File: config.mk
export PLATFORM = sky130hd
export DESIGN_NAME = dmem_sync
export DESIGN_NICKNAME = d
export VERILOG_FILES = /design/src/rtl/dmem_pkg.sv /design/src/rtl/dmem_array.sv /design/src/rtl/dmem_sync.sv
export SDC_FILE = /design/constraint.sdc
export NUM_CORES = 2
export LEC_CHECK = 0
export CAP_MARGIN = 10
export CELL_PAD_IN_SITES_DETAIL_PLACEMENT = 1
export CELL_PAD_IN_SITES_GLOBAL_PLACEMENT = 2
export CORE_MARGIN = 3
export CORE_UTILIZATION = 51
export CTS_BUF_LIST = sky130_fd_sc_hd__clkbuf_8 sky130_fd_sc_hd__clkbuf_16
export DETAILED_ROUTE_END_ITERATION = 8
export HOLD_SLACK_MARGIN = 0.1
export PLACE_DENSITY = 0.79
export SYNTH_ARGS = -nofsm -noshare
export SYNTH_HDL_FRONTEND = slang
export SYNTH_SLANG_ARGS = --single-unit
File: constraint.sdc
create_clock -name clk -period 3.11 [get_ports clk]
set_input_delay 0.311 -clock clk [delete_from_list [all_inputs] [get_ports clk]]
set_output_delay 0.311 -clock clk [all_outputs]
set_load 0.005 [all_outputs]
File: src/rtl/dmem_pkg.sv
// -----------------------------------------------------------------------------
// dmem_pkg
// Shared types and default constants for the dmem_sync data memory.
//   dmem_state_e : controller state (CLEAR = zero-fill after reset, RUN = serve)
//   DMEM_DW      : default data word width
//   DMEM_AW      : default address width
// -----------------------------------------------------------------------------
package dmem_pkg;

   typedef enum logic {
      CLEAR = 1'b0,
      RUN   = 1'b1
   } dmem_state_e;

   localparam int DMEM_DW = 8;
   localparam int DMEM_AW = 8;

endpackage : dmem_pkg

File: src/rtl/dmem_array.sv
// -----------------------------------------------------------------------------
// dmem_array
// DEPTH x DW storage with one clocked write port and one registered read port.
// The read register returns the contents as of the clock edge (read-before-
// write), or zero when the caller flags the access as out of range.
//
// Ports
//   clk, rst_n  : clock, async active-low reset (read register only)
//   we_i        : write enable
//   waddr_i     : write address (must be < DEPTH when we_i is set)
//   wdata_i     : write data
//   re_i        : load the read register this edge
//   rzero_i     : load zero instead of array contents
//   raddr_i     : read address (ignored when rzero_i is set)
//   rdata_o     : registered read data, holds between loads
// -----------------------------------------------------------------------------
module dmem_array #(
   parameter int DW    = 8,
   parameter int AW    = 8,
   parameter int DEPTH = 256
) (
   input  logic          clk,
   input  logic          rst_n,
   input  logic          we_i,
   input  logic [AW-1:0] waddr_i,
   input  logic [DW-1:0] wdata_i,
   input  logic          re_i,
   input  logic          rzero_i,
   input  logic [AW-1:0] raddr_i,
   output logic [DW-1:0] rdata_o
);

   logic [DW-1:0] mem [0:DEPTH-1];
   logic [DW-1:0] rdata_q;

   // NOTE: the storage array has no reset so it maps onto plain RAM; a
   // deterministic post-reset state comes from the controller's clear sweep.
   always_ff @(posedge clk) begin
      if (we_i) begin
         mem[waddr_i] <= wdata_i;
      end
   end

   // NOTE: non-blocking assignments on both ports mean a read at the same edge
   // as a write observes the old word, and neither block depends on the
   // evaluation order of the other.
   always_ff @(posedge clk or negedge rst_n) begin
      if (!rst_n) begin
         rdata_q <= '0;
      end else if (re_i) begin
         rdata_q <= rzero_i ? '0 : mem[raddr_i];
      end
   end

   assign rdata_o = rdata_q;

endmodule : dmem_array

File: src/rtl/dmem_sync.sv
// -----------------------------------------------------------------------------
// dmem_sync
// Synchronous data memory for the load/store stage. One valid/ready request
// port, 1-cycle registered read response, out-of-range detection, and an
// optional hardware zero-fill after reset.
//
// Build option
//   DMEM_SYNC_CLEAR_EN : when defined, edges 1..DEPTH after reset write zero to
//                        every word before requests are accepted. When
//                        undefined, the block is ready from edge 1 and memory
//                        contents are undefined until written.
//
// Ports
//   clk, rst_n : clock, async active-low reset
//   req_valid  : request present          req_ready : request accepted this cycle
//   req_we     : 1 = write, 0 = read      req_addr  : word address
//   req_wdata  : write data
//   rsp_valid  : read response pulse      rsp_rdata : read data (holds otherwise)
//   rsp_err    : previous accepted request addressed >= DEPTH
//   init_done  : clear finished, memory usable
// -----------------------------------------------------------------------------
module dmem_sync
   import dmem_pkg::*;
#(
   parameter int DW    = DMEM_DW,
   parameter int AW    = DMEM_AW,
   parameter int DEPTH = 2 ** AW
) (
   input  logic          clk,
   input  logic          rst_n,
   input  logic          req_valid,
   output logic          req_ready,
   input  logic          req_we,
   input  logic [AW-1:0] req_addr,
   input  logic [DW-1:0] req_wdata,
   output logic          rsp_valid,
   output logic [DW-1:0] rsp_rdata,
   output logic          rsp_err,
   output logic          init_done
);

   // One extra bit so DEPTH == 2**AW is representable and the range check
   // compares at full address width without wrap-around.
   localparam logic [AW:0] DEPTH_W = (AW + 1)'(DEPTH);

   dmem_state_e   state_q, state_d;
   logic          accept;
   logic          in_range;
   logic          rsp_valid_q, rsp_valid_d;
   logic          rsp_err_q, rsp_err_d;
   logic          mem_we;
   logic [AW-1:0] mem_waddr;
   logic [DW-1:0] mem_wdata;

   assign req_ready = (state_q == RUN);
   assign init_done = (state_q == RUN);
   assign accept    = req_valid && req_ready;
   assign in_range  = ({1'b0, req_addr} < DEPTH_W);

`ifdef DMEM_SYNC_CLEAR_EN
   logic [AW-1:0] clr_ptr_q, clr_ptr_d;
   logic          clr_last;

   assign clr_last = ({1'b0, clr_ptr_q} == (DEPTH_W - 1'b1));
`endif

   // NOTE: every signal assigned in this block gets a default first, so no
   // path through the case leaves a value unassigned and no latch is inferred.
   always_comb begin
      state_d   = state_q;
      mem_we    = accept && req_we && in_range;
      mem_waddr = req_addr;
      mem_wdata = req_wdata;
`ifdef DMEM_SYNC_CLEAR_EN
      clr_ptr_d = clr_ptr_q;
`endif
      case (state_q)
         CLEAR: begin
`ifdef DMEM_SYNC_CLEAR_EN
            // Zero-fill sweep: one word per edge, leave on the last word.
            mem_we    = 1'b1;
            mem_waddr = clr_ptr_q;
            mem_wdata = '0;
            clr_ptr_d = clr_ptr_q + 1'b1;
            if (clr_last) begin
               state_d = RUN;
            end
`else
            // Without the sweep, CLEAR is only the reset holding state.
            state_d = RUN;
`endif
         end
         RUN: begin
            state_d = RUN;
         end
         default: begin
            state_d = CLEAR;
         end
      endcase
   end

   assign rsp_valid_d = accept && !req_we;
   assign rsp_err_d   = accept && !in_range;

   always_ff @(posedge clk or negedge rst_n) begin
      if (!rst_n) begin
         state_q     <= CLEAR;
         rsp_valid_q <= 1'b0;
         rsp_err_q   <= 1'b0;
      end else begin
         state_q     <= state_d;
         rsp_valid_q <= rsp_valid_d;
         rsp_err_q   <= rsp_err_d;
      end
   end

`ifdef DMEM_SYNC_CLEAR_EN
   always_ff @(posedge clk or negedge rst_n) begin
      if (!rst_n) begin
         clr_ptr_q <= '0;
      end else begin
         clr_ptr_q <= clr_ptr_d;
      end
   end
`endif

   // Out-of-range reads load zero into the read register, so rsp_rdata both
   // reports 0 and keeps holding 0 afterwards.
   dmem_array #(
      .DW    (DW),
      .AW    (AW),
      .DEPTH (DEPTH)
   ) u_array (
      .clk     (clk),
      .rst_n   (rst_n),
      .we_i    (mem_we),
      .waddr_i (mem_waddr),
      .wdata_i (mem_wdata),
      .re_i    (rsp_valid_d),
      .rzero_i (!in_range),
      .raddr_i (req_addr),
      .rdata_o (rsp_rdata)
   );

   assign rsp_valid = rsp_valid_q;
   assign rsp_err   = rsp_err_q;

endmodule : dmem_sync

==> impl_results.html <==
<table>
<tr><th>Metric</th><th>Value</th></tr>
<tr><th colspan="2">Logic synthesis</th></tr>
<tr><td>Synthesized area per cell</td><td>21.9 um2</td></tr>
<tr><td>Sequential cell area fraction in the yosys report</td><td>77.3%</td></tr>
<tr><td>Warnings from Yosys</td><td>0</td></tr>
<tr><td>Post-Synthesis Net Count</td><td>3659</td></tr>
<tr><td>Commonest cells in the synthesized netlist</td><td>edfxtp_1, mux4_2, nor2_1</td></tr>
<tr><td>Number of enable flip-flop cells after synthesis</td><td>2048</td></tr>
<tr><td>Primary FF master, synth</td><td>edfxtp_1</td></tr>
<tr><td>Post-synthesis instance total</td><td>3639</td></tr>
<tr><td>Largest cells by area after synthesis</td><td>edfxtp_1, mux4_2, mux2i_1, nor2_1, a22oi_1</td></tr>
<tr><td>Yosys reg bits</td><td>2058</td></tr>
<tr><td>Post-Synthesis Cell Area</td><td>79800 um2</td></tr>
<tr><td>Cell taking the most area after synthesis</td><td>edfxtp_1</td></tr>
<tr><td>Number of distinct library cells after synthesis</td><td>52</td></tr>
<tr><td>Async SR Flop Fraction</td><td>0.486%</td></tr>
<tr><td>Library cell with the highest instance count after synthesis</td><td>edfxtp_1</td></tr>
<tr><td>Yosys top cell area share</td><td>77.0%</td></tr>
<tr><th colspan="2">Die</th></tr>
<tr><td>Overall die area</td><td>161000 um2</td></tr>
<tr><td>DIE WIDTH</td><td>402 um</td></tr>
<tr><td>Site row count</td><td>144</td></tr>
<tr><td>Total I/O pin count</td><td>32</td></tr>
<tr><td>Vertical die dimension</td><td>402 um</td></tr>
<tr><td>Initial Util</td><td>51.6%</td></tr>
<tr><td>Placeable core region</td><td>155000 um2</td></tr>
<tr><th colspan="2">Route</th></tr>
<tr><td>Vias</td><td>41680</td></tr>
<tr><td>Number of detailed-routing iterations run before antenna repair</td><td>8</td></tr>
<tr><td>Drt via density</td><td>6.46</td></tr>
<tr><td>Post-detailed-route wirelength per cell</td><td>34.7 um</td></tr>
<tr><td>Aggregate routed wire length</td><td>224000 um</td></tr>
<tr><td>Number of nets with antenna violations after detailed routing</td><td>0</td></tr>
<tr><td>DRC Markers</td><td>2</td></tr>
<tr><td>Starting DRT DRC Count</td><td>5236</td></tr>
<tr><th colspan="2">STA</th></tr>
<tr><td>Final setup skew</td><td>0.0400 ns</td></tr>
<tr><td>Final worst setup slack</td><td>0.142 ns</td></tr>
<tr><td>Number of pins with negative max-slew slack in the final report</td><td>0</td></tr>
<tr><td>Worst-margin pin slew</td><td>1.00 ns</td></tr>
<tr><td>Maximum achievable frequency</td><td>337 MHz</td></tr>
<tr><td>Final count of hold timing violations</td><td>0</td></tr>
<tr><td>Max-slew headroom</td><td>32.9%</td></tr>
<tr><td>Final critical path time including I/O delays and setup</td><td>2.97 ns</td></tr>
<tr><td>Total of endpoints with negative setup slack in the final report</td><td>0</td></tr>
<tr><td>Final hold slack</td><td>0.133 ns</td></tr>
<tr><td>RSZ-0062 raised after global routing</td><td>false</td></tr>
<tr><td>Final critical-path share of the clock period</td><td>95.4%</td></tr>
<tr><th colspan="2">Clocking</th></tr>
<tr><td>Clock tree from TritonCTS</td><td>yes</td></tr>
<tr><td>Clk buf depth</td><td>3</td></tr>
<tr><td>Setup Fix Bufs, Post-CTS</td><td>0</td></tr>
<tr><td>Count of clock tree sinks</td><td>2058</td></tr>
<tr><td>Worst-path clk slew</td><td>0.06 ns</td></tr>
<tr><td>CTS H-Tree Depth</td><td>4</td></tr>
<tr><td>Source-to-sink clock delay at the later pin of the worst-skew pair</td><td>0.84 ns</td></tr>
<tr><td>CTS Buf Count</td><td>204</td></tr>
<tr><td>Root Buffer</td><td>clkbuf_16</td></tr>
<tr><th colspan="2">Place</th></tr>
<tr><td>Buffers on Ports</td><td>30</td></tr>
<tr><td>Last weighted congestion value of the routability-driven placer</td><td>0.864</td></tr>
<tr><td>Placed standard-cell area</td><td>86800 um2</td></tr>
<tr><td>HPWL Detailed</td><td>142000 um</td></tr>
<tr><td>Worst slack, placed</td><td>-0.410 ns</td></tr>
<tr><th colspan="2">GRT</th></tr>
<tr><td>Global-route usage over all layers</td><td>28.2%</td></tr>
<tr><td>Via count of the first global-routing pass</td><td>43683</td></tr>
<tr><td>Pin count of the biggest net entering global routing</td><td>111</td></tr>
<tr><td>GR Overflow Total</td><td>0</td></tr>
<tr><td>First-pass GRT wire length</td><td>325000 um</td></tr>
<tr><td>Antenna violations before repair</td><td>11</td></tr>
<tr><th colspan="2">Setup path</th></tr>
<tr><td>Worst setup path class</td><td>reg -&gt; reg</td></tr>
<tr><td>Arrival time at the worst endpoint</td><td>3.69 ns</td></tr>
<tr><td>Critical path data required time</td><td>3.83 ns</td></tr>
<tr><td>Critical register-to-register path endpoint</td><td>u_array.rdata_o[4]</td></tr>
<tr><td>Beginning of the worst register-to-register path</td><td>u_array.mem[107][4]</td></tr>
<tr><td>Endpoint class of the critical path</td><td>flop</td></tr>
<tr><td>Number of cells on the worst reg-to-reg path</td><td>9</td></tr>
<tr><td>Register-to-Register Setup Slack</td><td>0.14 ns</td></tr>
<tr><td>Critical Path Start Type</td><td>flop</td></tr>
<tr><td>Critical path fanouts, max</td><td>1</td></tr>
<tr><th colspan="2">Status</th></tr>
<tr><td>Outcome</td><td>finished with violations</td></tr>
<tr><td>Violated checks</td><td>DRC</td></tr>
<tr><th colspan="2">Flow run</th></tr>
<tr><td>Number of max-cap violations</td><td>0</td></tr>
<tr><th colspan="2">Finish</th></tr>
<tr><td>Finished Cell Area</td><td>93500 um2</td></tr>
<tr><td>Net total in the final layout</td><td>4255</td></tr>
<tr><td>Area growth, synth to finish</td><td>17.2%</td></tr>
<tr><td>Share of final-layout standard cells stronger than drive strength 1</td><td>32.7%</td></tr>
<tr><th colspan="2">Worst hold path</th></tr>
<tr><td>Number of cells on the worst hold path</td><td>1</td></tr>
<tr><td>Hold path endpoint</td><td>u_array.mem[105][5]</td></tr>
<tr><td>Beginning of the worst hold path</td><td>req_wdata[5]</td></tr>
<tr><td>Worst min path class</td><td>in -&gt; reg</td></tr>
<tr><th colspan="2">Power and ir drop</th></tr>
<tr><td>Static Leakage</td><td>30.3 nW</td></tr>
<tr><td>Power density over cell area</td><td>623 nW/um2</td></tr>
<tr><td>IR drop worst, VDD</td><td>477 uV</td></tr>
<tr><td>Pwr Total</td><td>58.3 mW</td></tr>
</table>
[layer usage]
metal,vias to the layer above,part of all wire [%],track usage [%],wire [um]
met5,-,0.0054,0,12
met4,2,3.6,9.75,8080
met3,410,9.1,5.75,20400
met2,2355,49,44.9,109000
met1,22391,39,39.2,86500
li1,16522,-,-,-
[flip-flops by register name, summed over array words and instances (netlist names)]
signal,count
u_array.rdata_o,8
init_done,1
rsp_valid,1
u_array.mem,2048
[worst max-delay path, stage by stage, from the launching register on]
cell and delay (ns):
edfxtp_1 0.39, mux4_2 0.51, a22oi_2 0.30, nand2_1 0.08, a2111oi_1 0.45, buf_4 0.21
o21ai_0 0.11, nand4b_1 0.12, o211ai_1 0.10, dlygate4sd3_1 0.58
[layout by cell type, fill, tap and decap left out, types with 12 or more instances in the layout]
| cell | n |
|---|---|
| mux2i_1 | 126 |
| nand3_1 | 29 |
| o22ai_1 | 33 |
| a22oi_1 | 56 |
| bufinv_16 | 22 |
| nand4_1 | 12 |
| nor3_1 | 35 |
| a21oi_1 | 20 |
| clkinv_1 | 52 |
| inv_1 | 38 |
| mux4_2 | 537 |
| nand2_1 | 71 |
| clkbuf_16 | 210 |
| buf_4 | 511 |
| edfxtp_1 | 2048 |
| buf_12 | 65 |
| clkdlybuf4s50_1 | 15 |
| nor2_1 | 270 |
| clkinv_2 | 34 |
| o21ai_0 | 21 |
[cell type report]
class	count	area (um2)
diodes	1	2.50
clock buffers	210	5260
clock inverters	164	1420
fillers	12741	61200
inverters	4	20.0
multi-input cells	1355	17000
flip-flops and latches	2058	61700
well taps	2044	2560
repair buffers	612	5530
[kinds of logic (layout without fill, tap and decap cells)]
logic type,after synthesis,after routing,synth area share (%)
AOI/OAI and AO/OA,211,211,1.88
buffers and inverters,226,990,1.39
DFF,2058,2058,77.3
muxes,673,673,16.9
other,2,3,0.00941
and+or+nand+nor,469,469,2.51
[metrics by stage]
stage,cells,util (%),TNS (ns)
CTS,6447,60.4,0
finish,6448,60.4,0
floorplan,3639,-,0
global placement,6065,56.1,-1.09
detailed placement,6065,56.1,-1.27
global route,6447,60.4,0
[worst max-delay path by stage]
stage	start	to	slack (ns)
2_1_floorplan	req_addr[0]	u_array.mem[236][0]	0.27
3_3_place_gp	req_addr[0]	u_array.rdata_o[7]	-0.45
3_5_place_dp	req_addr[0]	u_array.rdata_o[7]	-0.41
4_1_cts	u_array.mem[107][4]	u_array.rdata_o[4]	0.03
5_1_grt	u_array.mem[107][4]	u_array.rdata_o[4]	0.04
6_report	u_array.mem[107][4]	u_array.rdata_o[4]	0.14
[where the power goes]
part	internal, mW	switching, mW	leakage (nW)	total [mW]
registers	30.5	0.0656	18.5	30.6
logic	1.24	1.90	8.44	3.15
clock network	14.0	10.5	3.39	24.6
total	45.8	12.5	30.3	58.3
[repair_timing]
action,4_1_cts,5_1_grt
hold endpoints to repair,265,0
hold buffers,8,0
resized for setup,0,2
setup endpoints to repair,0,1
No activity file was read; power rests on OpenSTA's default activity.
